--- config.mk ---
export PLATFORM = sky130hd
export DESIGN_NAME = fir_dec_pack_flat
export DESIGN_NICKNAME = d
export VERILOG_FILES = /design/src/rtl/fir_dec_pack_if.sv /design/src/rtl/fir_dec_pack.sv /design/src/flat_wrapper.sv
export SDC_FILE = /design/constraint.sdc
export NUM_CORES = 1
export LEC_CHECK = 0
export BUFFER_PORTS_ARGS = -buffer_cell sky130_fd_sc_hd__clkbuf_2
export CORE_MARGIN = 1.5
export CORE_UTILIZATION = 39
export CTS_CLUSTER_SIZE = 14
export DETAILED_ROUTE_END_ITERATION = 10
export PLACE_DENSITY_LB_ADDON = 0.1
export SYNTH_ARGS = -nofsm -noshare
export SYNTH_HDL_FRONTEND = slang
export SYNTH_SLANG_ARGS = --single-unit
export TNS_END_PERCENT = 30
--- constraint.sdc ---
create_clock -name clk -period 14.6 [get_ports clk]
set_input_delay 2.19 -clock clk [delete_from_list [all_inputs] [get_ports clk]]
set_output_delay 2.19 -clock clk [all_outputs]
set_load 0.02 [all_outputs]
--- src/rtl/fir_dec_pack_if.sv ---
// Sample-in / packed-word-out stream bundle for the decimating packer.
// The slave side is the packer itself; the master side feeds samples and consumes words.
interface fir_dec_pack_if #(
   parameter int DATA_WD = 16
);
   logic                 ivld;
   logic [DATA_WD-1:0]   idata;
   logic                 ordy;
   logic                 ovld;
   logic [2*DATA_WD-1:0] odata;

   modport slave (
      input  ivld,
      input  idata,
      input  ordy,
      output ovld,
      output odata
   );

   modport master (
      output ivld,
      output idata,
      output ordy,
      input  ovld,
      input  odata
   );
endinterface

--- src/rtl/fir_dec_pack.sv ---
// Decimates the filtered sample stream by (fir_dec+1), packs kept-sample pairs into
// 32-bit words and queues them in a small first-word-fall-through FIFO with overflow count.
module fir_dec_pack #(
   parameter int DATA_WD    = 16,
   parameter int DEC_WD     = 6,
   parameter int MAX_DEC    = 39,
   parameter int FIFO_DEPTH = 8,
   parameter int CNT_WD     = 16
) (
   input  logic                          clk,
   input  logic                          rst_n,
   input  logic                          soft_rst,
   input  logic                          fir_en,
   input  logic [DEC_WD-1:0]             fir_dec,
   fir_dec_pack_if.slave                 bus,
   output logic [CNT_WD-1:0]             ovfl_cnt,
   output logic [$clog2(FIFO_DEPTH):0]   fifo_lvl
);

   localparam int PTR_WD = $clog2(FIFO_DEPTH);
   localparam int LVL_WD = PTR_WD + 1;
   localparam logic [DEC_WD-1:0] MAX_DEC_V = DEC_WD'(MAX_DEC);
   localparam logic [LVL_WD-1:0] FULL_LVL  = LVL_WD'(FIFO_DEPTH);

   logic [DEC_WD-1:0]    ratio_q;
   logic [DEC_WD-1:0]    dec_cnt;
   logic [DEC_WD-1:0]    eff_dec;
   logic [DEC_WD-1:0]    cur_ratio;
   logic                 pack_half;
   logic [DATA_WD-1:0]   low_reg;
   logic [2*DATA_WD-1:0] mem [FIFO_DEPTH];
   logic [PTR_WD-1:0]    wr_ptr;
   logic [PTR_WD-1:0]    rd_ptr;
   logic                 keep;
   logic                 push;
   logic                 pop;
   logic                 full;
   logic                 wr_en;
   logic                 drop;

   // A group start picks up the live ratio; mid-group the latched one governs.
   always_comb begin
      eff_dec   = '0;
      if (fir_en) begin
         eff_dec = (fir_dec > MAX_DEC_V) ? MAX_DEC_V : fir_dec;
      end
      cur_ratio = (dec_cnt == '0) ? eff_dec : ratio_q;
      keep      = bus.ivld && (dec_cnt == cur_ratio);
      push      = keep && pack_half;
      pop       = (fifo_lvl != '0) && bus.ordy;
      full      = (fifo_lvl == FULL_LVL);
      wr_en     = push && (!full || pop);
      drop      = push && full && !pop;
   end

   always_ff @(posedge clk or negedge rst_n) begin
      if (!rst_n) begin
         ratio_q   <= '0;
         dec_cnt   <= '0;
         pack_half <= 1'b0;
         low_reg   <= '0;
         wr_ptr    <= '0;
         rd_ptr    <= '0;
         fifo_lvl  <= '0;
         ovfl_cnt  <= '0;
      end else if (soft_rst) begin
         ratio_q   <= '0;
         dec_cnt   <= '0;
         pack_half <= 1'b0;
         low_reg   <= '0;
         wr_ptr    <= '0;
         rd_ptr    <= '0;
         fifo_lvl  <= '0;
         ovfl_cnt  <= '0;
      end else begin
         if (bus.ivld) begin
            if (dec_cnt == '0) begin
               ratio_q <= eff_dec;
            end
            dec_cnt <= keep ? '0 : dec_cnt + 1'b1;
         end
         if (keep) begin
            pack_half <= !pack_half;
            if (!pack_half) begin
               low_reg <= bus.idata;
            end
         end
         if (wr_en) begin
            wr_ptr <= wr_ptr + 1'b1;
         end
         if (pop) begin
            rd_ptr <= rd_ptr + 1'b1;
         end
         if (wr_en && !pop) begin
            fifo_lvl <= fifo_lvl + 1'b1;
         end else if (pop && !wr_en) begin
            fifo_lvl <= fifo_lvl - 1'b1;
         end
         if (drop && (ovfl_cnt != '1)) begin
            ovfl_cnt <= ovfl_cnt + 1'b1;
         end
      end
   end

   // Storage needs no reset: reads are masked until a word has been written.
   always_ff @(posedge clk) begin
      if (wr_en && !soft_rst) begin
         mem[wr_ptr] <= {bus.idata, low_reg};
      end
   end

   assign bus.ovld  = (fifo_lvl != '0);
   assign bus.odata = bus.ovld ? mem[rd_ptr] : '0;

endmodule

--- src/flat_wrapper.sv ---
// flat-port wrapper written by rule: the top's interface ports become plain ports
module fir_dec_pack_flat 
#(
   parameter int DATA_WD    = 16,
   parameter int DEC_WD     = 6,
   parameter int MAX_DEC    = 39,
   parameter int FIFO_DEPTH = 8,
   parameter int CNT_WD     = 16
)
  (clk, rst_n, soft_rst, fir_en, fir_dec, ovfl_cnt, fifo_lvl, bus_ivld, bus_idata, bus_ordy, bus_ovld, bus_odata);
  fir_dec_pack_if #(.DATA_WD(DATA_WD)) bus_i ();
  input  logic clk;
  input  logic rst_n;
  input  logic soft_rst;
  input  logic fir_en;
  input  logic [DEC_WD-1:0] fir_dec;
  output logic [CNT_WD-1:0] ovfl_cnt;
  output logic [$clog2(FIFO_DEPTH):0] fifo_lvl;
  input wire logic [$bits(bus_i.ivld)-1:0] bus_ivld;
  input wire logic [$bits(bus_i.idata)-1:0] bus_idata;
  input wire logic [$bits(bus_i.ordy)-1:0] bus_ordy;
  output wire logic [$bits(bus_i.ovld)-1:0] bus_ovld;
  output wire logic [$bits(bus_i.odata)-1:0] bus_odata;
  assign bus_i.ivld = bus_ivld;
  assign bus_i.idata = bus_idata;
  assign bus_i.ordy = bus_ordy;
  assign bus_ovld = bus_i.ovld;
  assign bus_odata = bus_i.odata;
  fir_dec_pack #(.DATA_WD(DATA_WD), .DEC_WD(DEC_WD), .MAX_DEC(MAX_DEC), .FIFO_DEPTH(FIFO_DEPTH), .CNT_WD(CNT_WD)) u_core (.clk(clk), .rst_n(rst_n), .soft_rst(soft_rst), .fir_en(fir_en), .fir_dec(fir_dec), .bus(bus_i), .ovfl_cnt(ovfl_cnt), .fifo_lvl(fifo_lvl));
endmodule
# Word level (Yosys, flattened, before mapping)

Memories as Yosys holds them, arrays and structs flattened.
Index checks and enable logic that the tools add are counted.

Register bits after elaboration: 55
RAM bits: 256
Input port bits: 28
Output and inout port bits: 53
Memories: 1

Add/subtract/negate cells: 6
Magnitude comparators: 1
Equality and inequality tests: 4
Muxes and demuxes: 25
Reductions and logical operators: 25

Memories:

| memory     | depth | bits a word | rd ports | clocked after memory_dff | write ports | RTL line           | source |
|---|---|---|---|---|---|---|---|
| u_core.mem | 8     | 32          | 1        | 0                        | 1           | fir_dec_pack.sv:31 | `logic [2*DATA_WD-1:0] mem [FIFO_DEPTH];` |

Operator list:

| operator                | number |
|---|---|
| $mux W16                | 5 |
| $mux W6                 | 8 |
| $mux W32                | 1 |
| $add A16 B1 Y16 const B | 1 |
| $ne A16 B16 Y1 const B  | 1 |
| $mux W3                 | 4 |
| $mux W4                 | 3 |
| $logic_and A1 B1 Y1     | 10 |
| $reduce_bool A2 Y1      | 5 |
| $add A3 B1 Y3 const B   | 2 |
| $add A6 B1 Y6 const B   | 1 |
| $eq A6 B6 Y1            | 1 |
| $gt A6 B6 Y1 const B    | 1 |
| $logic_not A6 Y1        | 1 |
| $logic_not A1 Y1        | 5 |
| $add A4 B1 Y4 const B   | 1 |
| $eq A4 B4 Y1 const B    | 1 |
| $mux W1                 | 4 |
| $reduce_bool A4 Y1      | 1 |
| $sub A4 B1 Y4 const B   | 1 |
| $reduce_bool A3 Y1      | 1 |
| $ne A2 B2 Y1 const B    | 1 |
| $reduce_and A2 Y1       | 1 |
| $logic_or A1 B1 Y1      | 1 |

# Logic depth before layout (Yosys ltp)

Gate-level depths: netlist of the first run.

Word-level depth: 13
Gate-level depth with buffers: 15
Depth with buffers taken out: 15

# Worst setup path after synthesis of the first run

Ideal clock, no wire load.

Kind: input to register
From: input port fir_en
To: memory u_core.mem[0][0] (netlist bit) (enable)
Data arrival time: 6.715 ns
Data required time: 14.087 ns
Setup slack: 7.372 ns
Stages: 7
Path buffers: 1
Cells stage by stage: clkbuf_1 -> nor2b_1 -> o211ai_1 -> a21oi_1 -> o211a_2 -> nand3_2 -> nor4b_1

Cells in the longest elaborated chain, start to end: 9

RTL lines:

| item                          | RTL line            | source |
|---|---|---|
| start, declared               | flat_wrapper.sv:15  | `input logic fir_en;` |
| $mux W6                       | fir_dec_pack.sv:44  | `if (fir_en) begin` |
| $mux W6                       | fir_dec_pack.sv:47  | `cur_ratio = (dec_cnt == '0) ? eff_dec : ratio_q;` |
| $eq A6 B6 Y1                  | fir_dec_pack.sv:48  | `keep = bus.ivld && (dec_cnt == cur_ratio);` |
| $logic_and A1 B1 Y1           | fir_dec_pack.sv:48  |  |
| $logic_and A1 B1 Y1           | fir_dec_pack.sv:49  | `push = keep && pack_half;` |
| $logic_and A1 B1 Y1           | fir_dec_pack.sv:52  | `wr_en = push && (!full \|\| pop);` |
| $logic_and A1 B1 Y1           | fir_dec_pack.sv:107 | `if (wr_en && !soft_rst) begin` |
| $mux W1                       | fir_dec_pack.sv:107 |  |
| $mux W1 (implied by the code) | fir_dec_pack.sv:108 | `mem[wr_ptr] <= {bus.idata, low_reg};` |
| end, declared                 | fir_dec_pack.sv:31  |  |

Every way passes these cells.

# Final worst setup path of the first run

From: register u_core.rd_ptr[0]
To: output port bus_odata[12]

Cells in the longest elaborated chain, start to end: 2

RTL lines:

| item                   | RTL line            | source |
|---|---|---|
| start, declared        | fir_dec_pack.sv:33  | `logic [PTR_WD-1:0] rd_ptr;` |
| start signal, assigned | fir_dec_pack.sv:92  | `rd_ptr <= rd_ptr + 1'b1;` |
| $mem_v2 Z8 W32         | n/a                 |  |
| $mux W32               | fir_dec_pack.sv:113 | `assign bus.odata = bus.ovld ? mem[rd_ptr] : '0;` |
| end, declared          | flat_wrapper.sv:23  | `output wire logic [$bits(bus_i.odata)-1:0] bus_odata;` |

Every way passes these cells.

==> results of run 1 <==
logic make-up (layout without fill, tap and decap cells):
family                   after synthesis  in the layout  share of synthesized area
AO/OA/AOI/OAI                         52             52                     0.0255
buffers and inverters                 46            170                     0.0146
adder cells (fa/ha/maj)                8              8                    0.00837
multiplexers                         124            124                      0.160
flip-flops                           311            311                      0.705
AND/OR/NAND/NOR                      191            191                     0.0762
XOR/XNOR                              15             15                     0.0102
worst min-delay path by stage:
stage	start	endpoint	slack, ns	depth (start not counted)
after floorplan	u_core.dec_cnt[1]	u_core.dec_cnt[1]	0.48	2
after global placement	u_core.dec_cnt[1]	u_core.dec_cnt[1]	0.50	2
after detailed placement	u_core.dec_cnt[1]	u_core.dec_cnt[1]	0.52	2
after CTS	u_core.dec_cnt[1]	u_core.dec_cnt[1]	0.54	2
after global routing	u_core.dec_cnt[1]	u_core.dec_cnt[1]	0.55	2
final	u_core.dec_cnt[1]	u_core.dec_cnt[1]	0.54	2
where the power goes:
part | leakage [nW] | total [mW] | switching, mW | internal, mW
registers | 3.05 | 1.03 | 0.0395 | 0.987
logic | 1.49 | 0.456 | 0.282 | 0.174
clock network | 0.548 | 0.858 | 0.333 | 0.525
metrics by stage:
step                 util  hold slack [ns]  setup WS (ns)
CTS                 0.462            0.537           9.00
floorplan               -            0.475           7.37
detailed placement  0.427            0.525           8.79
finish              0.462            0.539           9.15
global placement    0.427            0.501           8.89
global route        0.462            0.551           8.88
per-layer routing:
metal	global-route usage	vias to the layer above	share of wire
met1	0.226	3607	0.44
met4	0.0410	0	0.015
met5	0	-	0
met3	0.0269	37	0.035
met2	0.304	120	0.51
li1	-	3117	-
cell usage after synthesis (6+ instances only):
master	instances
edfxtp_1	256
nor2_1	92
mux4_2	64
dfrtp_1	55
mux2i_1	50
clkbuf_1	25
a21oi_1	18
nand2_1	15
nand3_1	14
o21ai_0	14
inv_1	10
nor2b_1	10
buf_1	9
nor3_1	9
xnor2_1	9
nand4_1	8
and2_1	7
ha_1	7
mux2_1	7
nor4_1	6
xor2_1	6
layout by cell type, fill, tap and decap left out, types with 4 or more instances in the layout:
cell and n:
edfxtp_1 256, buf_4 17, clkbuf_16 37, mux2_1 7
nand4_1 8, inv_1 10, nand3b_1 4, nand2_1 15
mux2i_1 50, dfrtp_1 52, xor2_1 6, a21o_1 4
nor4_2 4, o21ai_0 14, a21oi_1 18, clkbuf_1 9
clkinv_1 8, nor2_1 90, ha_1 7, mux4_2 64
and4_1 4, nand3_1 14, nor3_1 6, and2_1 7
nor2b_1 10, xnor2_1 9, clkbuf_2 80
final cells by class:
class	count	area (um2)
Tap cell	442	553
Multi-Input combinational cell	390	3660
Inverter	10	37.5
Sequential cell	311	9070
Clock inverter	15	146
Fill cell	2805	17500
Clock buffer	48	987
Timing Repair Buffer	97	528
worst max-delay path: stages, from the launching register on:
cell	delay, ns
dfrtp_4	0.82
buf_4	0.72
mux4_2	0.59
mux2i_1	0.31
nor2_1	0.09
clkbuf_2	0.18
==> impl_summary.txt, run 1 <==
----------------------------------------------------
[Critical path]
  Worst reg2reg path depth ... 10
  Arrival time at the worst endpoint ... approximately 3.3 ns
  Capture instance of the worst register-to-register path ... u_core.mem[3][17]
  Req. time, crit path ... 12.41 ns
  Critical path launch point type ... flip-flop
  Worst setup path endpoint ... bus_odata[12]
  R2R setup slack ... 10.11 ns
  Worst Setup SP ... u_core.rd_ptr[0]
  FF-to-FF Start ... u_core.dec_cnt[0]
  CP Class ... reg2out
  Crit Path Max Fanout ... 38
  Crit end category ... output pin

[GRT]
  First-pass GRT wire length ... ~44 mm
  Pin count of the biggest net entering global routing ... 69
  Via count of the first global-routing pass ... 7364
  Total Routing Usage GR ... 0.173
  Total grt overflow ... 0
  Initial antenna violation count ... 0

[STA]
  Max-slew violation count ... 0
  Max Clock Freq ... 183 MHz
  Total setup violations reported at the end of the flow ... 0
  Period utilisation layout ... 0.374
  Final hold viol count ... 0
  Fin crit period ... between 5 and 6 ns
  Final worst clock skew ... approximately 0.014 ns
  RSZ-0062 raised after global routing ... false
  Slew at the pin closest to its max-slew limit ... roughly 1.3 ns
  Worst slew margin relative to its limit ... 0.164
  Setup total negative slack ... 0 ns

[Routing]
  Routed wirelength normalized by instance count ... about 22 um
  Via total after detailed routing ... between 6000 and 7000
  1st-iter DRT viols ... 384
  Total DRC errors in the routed layout ... 0
  Detailed-routing iteration count for the pre-antenna-repair pass ... 6
  Post-route antenna net violation count ... 0
  Detailed-route vias per instance ... 5.24
  Aggregate routed wire length ... around 28 mm

[Clock tree]
  CTS Root Cell ... clkbuf_16
  Maximum buffer depth of the clock tree ... 3
  Source-to-sink clock delay at the later pin of the worst-skew pair ... roughly 0.5 ns
  Number of buffers created by CTS ... 35
  Clock tree from TritonCTS ... built
  Hold Buf Count CTS ... 0
  Clock-pin slew on the worst setup and hold paths ... roughly 0.060 ns
  Number of H-tree branching levels ... 2
  Gates resized, CTS repair ... 0
  Buffers inserted by post-CTS timing repair ... 0
  Clock sink total ... about 310

[Flow run]
  Max-cap violations ... 0

[Place]
  Detailed-placement wirelength estimate ... roughly 16 mm
  Cell area after placement ... approximately 14000 um2
  Port Buffers ... 80
  Post-Place Cells ... about 1300
  Final weighted congestion in routability-driven placement ... about 0.9

[Final layout]
  Final Instance Count excl. Fillers ... 1313
  Fraction of final layout cells with drive strength greater than 1 ... 0.272
  Area added between synthesis and finish ... 16.5%
  Antenna fix cells ... 0
  Flip-flop count of the largest register, all copies and words added ... around 260
  Final #Nets ... roughly 900
  Non-Filler Cell Area, Final ... between 10000 and 15000 um2

[Synthesis]
  Number of different library cells in the post-synthesis netlist ... 55
  Nets in the synthesized netlist ... around 800
  Avg Inst Size Synth ... between 15 and 20 um2
  Synth top area cells ... edfxtp_1 60%, mux4_2 11%, dfrtp_1 11%, mux2i_1 3.9%, nor2_1 2.7%
  Yosys top cell by area ... edfxtp_1
  Flip-flop cell with the highest count after synthesis ... edfxtp_1
  Flops & latches, synth ... just over 300
  Area share of the largest cell type after synthesis ... 0.598
  Proportion of synthesized flip-flops having asynchronous set or reset ... 0.177
  Count of flip-flops with a built-in enable after synthesis ... roughly 260
  Warning count from the yosys run ... 0
  Post-synthesis instance total ... around 750
  Sequential share of the synthesized area ... 0.705
  Cell Area, Synth ... 12900 um2

[Die]
  I/O Pins ... between 80 and 90
  Die Footprint ... 34100 um2
  Total core area ... ~32000 um2
  Initial Util ... 0.396
  X dimension of the die ... around 180 um
  Standard-cell row count ... between 60 and 70
  Height of the die ... roughly 180 um

[Power and ir drop]
  Pwr dens ... 156 nW/um2
  Total power consumption of the routed design ... around 2.3 mW
  Max IR drop VDD ... 0.0744 mV
  Leakage ... 5.10 nW

[Run status]
  Status ... finished clean

[Min path]
  Kind of path behind the tightest hold check ... reg2reg

----------------------------------------------------
Power figures use the tool's default switching activity.
==> inputs of run 2 (changes only) <==
- ABC_AREA: not set -> 1
- clock period: 14.6 -> 4.82 ns (I/O delays scaled with it)
==> run 2 against run 1 <==
Critical path depth up 2. Clock power rose to 3.1 times the previous value. Die area up 1.1%. Via count up 28%. Sequential share of layout area down 0.51 points. Area after synthesis up 1.1%. Critical endpoint is now bus_odata[14]. Clock skew about the same. Core utilization about the same. Design area up 0.84%. Sequential cell count unchanged. Register-to-register slack worse by 8.7 ns. Synthesized cell count up 53%.
==> impl_summary.txt, run 2 <==
----------------------------------------------------
[Clock tree]
  Clock tree from TritonCTS ... built (unchanged)
  Number of buffers created by CTS ... 35 (unchanged)
  Number of H-tree branching levels ... 2 (unchanged)
  Gates resized, CTS repair ... 0 (unchanged)
  CTS Root Cell ... clkbuf_16 (unchanged)
  Clock-pin slew on the worst setup and hold paths ... 0.06 ns (about the same)
  Buffers inserted by post-CTS timing repair ... 0 (unchanged)
  Source-to-sink clock delay at the later pin of the worst-skew pair ... 0.51 ns (was 0.50 ns)
  Maximum buffer depth of the clock tree ... 3 (unchanged)
  Hold Buf Count CTS ... 0 (unchanged)
  Clock sink total ... 311 (unchanged)

[Routing]
  Detailed-route vias per instance ... 5.20 (was 5.24)
  Post-route antenna net violation count ... 0 (unchanged)
  Total DRC errors in the routed layout ... 0 (unchanged)
  Detailed-routing iteration count for the pre-antenna-repair pass ... 5 (was 6)
  1st-iter DRT viols ... 491 (was 384)
  Aggregate routed wire length ... 32.0 mm (was 28.3 mm)
  Routed wirelength normalized by instance count ... 18.9 um (was 21.6 um)
  Via total after detailed routing ... 8789 (was 6881)

[STA]
  Final-layout worst hold slack ... 0.0470 ns (was 0.539 ns)
  Period utilisation layout ... 0.820
  Final worst clock skew ... 0.0145 ns (was 0.0143 ns)
  Final hold viol count ... 0 (unchanged)
  Total setup violations reported at the end of the flow ... 0 (unchanged)
  RSZ-0062 raised after global routing ... false (unchanged)
  Final setup margin ... 0.867 ns (was 9.15 ns)
  Fin crit period ... 3.95 ns
  Max Clock Freq ... 253 MHz
  Worst slew margin relative to its limit ... 0.303 (was 0.164)
  Slew at the pin closest to its max-slew limit ... 1.05 ns (was 1.25 ns)
  Setup total negative slack ... 0 ns (unchanged)
  Max-slew violation count ... 0 (unchanged)

[GRT]
  Total Routing Usage GR ... 0.192 (was 0.173)
  Total grt overflow ... 0 (unchanged)
  Initial antenna violation count ... 0 (unchanged)
  First-pass GRT wire length ... 50.5 mm (was 43.7 mm)
  Pin count of the biggest net entering global routing ... 97 (was 69)
  Via count of the first global-routing pass ... 8817 (was 7364)

[Final layout]
  Final #Nets ... 1260 (was 881)
  Non-Filler Cell Area, Final ... 15100 um2 (was 15000 um2)
  Most used cells in the layout excluding fill and tap cells ... 256 x edfxtp_1, 222 x nor2_1, 177 x o21ai_0, 80 x clkbuf_2, 79 x nand2_1 (was 256 x edfxtp_1, 90 x nor2_1, 80 x clkbuf_2, 64 x mux4_2, 52 x dfrtp_1)
  Fraction of final layout cells with drive strength greater than 1 ... 0.159 (was 0.272)
  Area added between synthesis and finish ... 16.2% (was 16.5%)
  Leading cell type in the layout, fill and taps excluded ... edfxtp_1 (unchanged)
  Flip-flop count of the largest register, all copies and words added ... 256 (unchanged)
  Final Instance Count excl. Fillers ... 1691 (was 1313)
  Antenna fix cells ... 0 (unchanged)

[Place]
  Port Buffers ... 80 (unchanged)
  Placement-stage worst setup slack ... 1.37 ns (was 8.79 ns)
  Cell area after placement ... 14000 um2 (was 13800 um2)
  Detailed-placement wirelength estimate ... 18.4 mm (was 16.4 mm)
  Post-Place Cells ... 1629 (was 1250)
  Final weighted congestion in routability-driven placement ... 0.829 (was 0.879)

[Critical path]
  CP Class ... reg2out (unchanged)
  Largest delay share family, worst path ... buffers and inverters (unchanged)
  Crit-path cells ... clkinv_2 -> buf_4 -> o21ai_0 -> o22ai_1 -> o21ai_0 -> a31oi_1 -> clkbuf_2 (was buf_4 -> mux4_2 -> mux2i_1 -> nor2_1 -> clkbuf_2)
  Worst Setup SP ... u_core.rd_ptr[0] (unchanged)
  Arrival time at the worst endpoint ... 3.23 ns (was 3.26 ns)
  Crit path buf inv count ... 3 (was 2)
  Cell type of the slowest stage on the worst timing path ... clkinv_2 (was dfrtp_4)
  FF-to-FF Start ... u_core.dec_cnt[0] (unchanged)
  Delay of the slowest cell on the worst path ... 0.73 ns (was 0.82 ns)
  Crit Path Max Fanout ... 56 (was 38)
  Critical path launch point type ... flip-flop (unchanged)
  Cell mode on critical path ... o21ai_0
  Req. time, crit path ... 4.10 ns (was 12.41 ns)
  Crit end category ... output pin (unchanged)

[Die]
  Standard-cell row count ... 66 (unchanged)
  Die Footprint ... 34400 um2 (was 34100 um2)
  Height of the die ... 186 um (was 185 um)
  X dimension of the die ... 186 um (was 185 um)
  Initial Util ... 0.397 (was 0.396)
  I/O Pins ... 81 (unchanged)
  Total core area ... 32700 um2 (was 32500 um2)

[Synthesis]
  Warning count from the yosys run ... 0 (unchanged)
  Sequential share of the synthesized area ... 0.698 (was 0.705)
  Number of different library cells in the post-synthesis netlist ... 34 (was 55)
  Commonest cells post-synth ... 256 x edfxtp_1, 222 x nor2_1, 177 x o21ai_0 (was 256 x edfxtp_1, 92 x nor2_1, 64 x mux4_2)
  Xor and xnor area share after synthesis ... 0.00674 (was 0.0102)
  Area share of the largest cell type after synthesis ... 0.592 (was 0.598)
  Mux contribution to synthesized area ... 0 (was 0.160)
  Nets in the synthesized netlist ... 1176 (was 783)
  Flops & latches, synth ... 311 (unchanged)
  Cell Area, Synth ... 13000 um2 (was 12900 um2)
  Complex-gate fraction of the synthesized area ... 0.119 (was 0.0255)
  Count of flip-flops with a built-in enable after synthesis ... 256 (unchanged)
  Dominant combinational cell family by area after synthesis ... simple AND/OR/NAND/NOR gates (was multiplexers)
  Most repeated cell in the gate-level netlist after synthesis ... edfxtp_1 (unchanged)
  Post-synthesis instance total ... 1140 (was 747)
  Proportion of synthesized flip-flops having asynchronous set or reset ... 0.177 (unchanged)
  Post-synthesis adder-cell area fraction ... 0.00828 (was 0.00837)
  Flip-flop cell with the highest count after synthesis ... edfxtp_1 (unchanged)
  Synth top area cells ... edfxtp_1 59%, dfrtp_1 11%, o21ai_0 6.8%, nor2_1 6.4%, nand2_1 2.3% (was edfxtp_1 60%, mux4_2 11%, dfrtp_1 11%, mux2i_1 3.9%, nor2_1 2.7%)
  Simple-gate share of the synthesized area ... 0.130 (was 0.0762)
  Avg Inst Size Synth ... 11.4 um2 (was 17.2 um2)
  Yosys top cell by area ... edfxtp_1 (unchanged)

[Min path]
  Kind of path behind the tightest hold check ... in2async (was reg2reg)

[Power and ir drop]
  Leakage ... 5.56 nW (was 5.10 nW)
  Pwr dens ... 530 nW/um2 (was 156 nW/um2)
  Max IR drop VDD ... 0.295 mV (was 0.0744 mV)

[Flow run]
  Max-cap violations ... 0 (unchanged)

[Run status]
  Status ... finished clean (unchanged)

----------------------------------------------------
-- run 2: changes by cell type in the layout (fill, tap and decap cells not counted), sizes merged, moves of 38 or more --
cell   previous run  this run
mux4             64         0
nand3            15        53
inv              10        73
o21ai            16       194
nor2             93       231
nand2            16        84
mux2i            50         0
-- run 2: worst reg2reg max path, cell delays in order (launching register included) --
cell     delay [ns]
dfrtp_1        0.41
inv_1          0.13
ha_1           0.25
nand2_1        0.11
nor2_4         0.15
nand2_1        0.07
nand2_1        0.10
nor2_1         0.05
nor2_1         0.11
nand2_1        0.11
nor2_4         0.18
nand2_2        0.08
nor2_2         0.12
nand2_2        0.09
inv_2          0.09
nand2_2        0.09
nor3_2         0.57
buf_4          0.36
-- run 2: routing by layer --
layer / up-vias / part of all wire / track usage
met3: 42 / 0.046 / 0.0329
met2: 174 / 0.47 / 0.310
met4: 0 / 0.018 / 0.0513
met1: 4358 / 0.46 / 0.270
li1: 4215 / - / -
met5: - / 0 / 0
-- run 2: worst paths after layout --
kind | to | slack [ns] | cells after the start
worst max-delay path | bus_odata[14] | 0.87 | 7
worst min-delay path | u_core.ovfl_cnt[0] | 0.05 | 1
worst max register to register | u_core.mem[7][28] | 1.45 | 17
worst min register to register | u_core.fifo_lvl[0] | 0.53 | 2
max in group asynchronous | u_core.rd_ptr[0] | 3.82 | 2
min in group clk | u_core.dec_cnt[0] | 0.52 | 4
-- run 2: layout make-up --
class | instances | area, um2
fillers | 3069 | 17600
multi-input cells | 696 | 3470
inverters | 73 | 275
well taps | 442 | 553
repair buffers | 107 | 603
flip-flops and latches | 311 | 9070
clock buffers | 43 | 958
clock inverters | 19 | 175
-- run 2: kinds of logic after synthesis --
family / count (synthesis)
and+or+nand+nor: 391
DFF: 311
xor gates and xnor gates: 10
buffers and inverters: 133
AOI/OAI and AO/OA: 287
adders and majority gates: 8
-- run 2: stage by stage --
stage	power (mW)	util
CTS	8.10	0.462
detailed placement	5.45	0.427
global route	8.46	0.462
floorplan	4.65	-
global placement	5.44	0.427
finish	8.00	0.462
-- run 2: power breakdown --
group          switching, mW  total [mW]  internal [mW]
Sequential             0.127        3.12           3.00
Clock                   1.07        2.65           1.58
Combinational           1.56        2.23          0.667
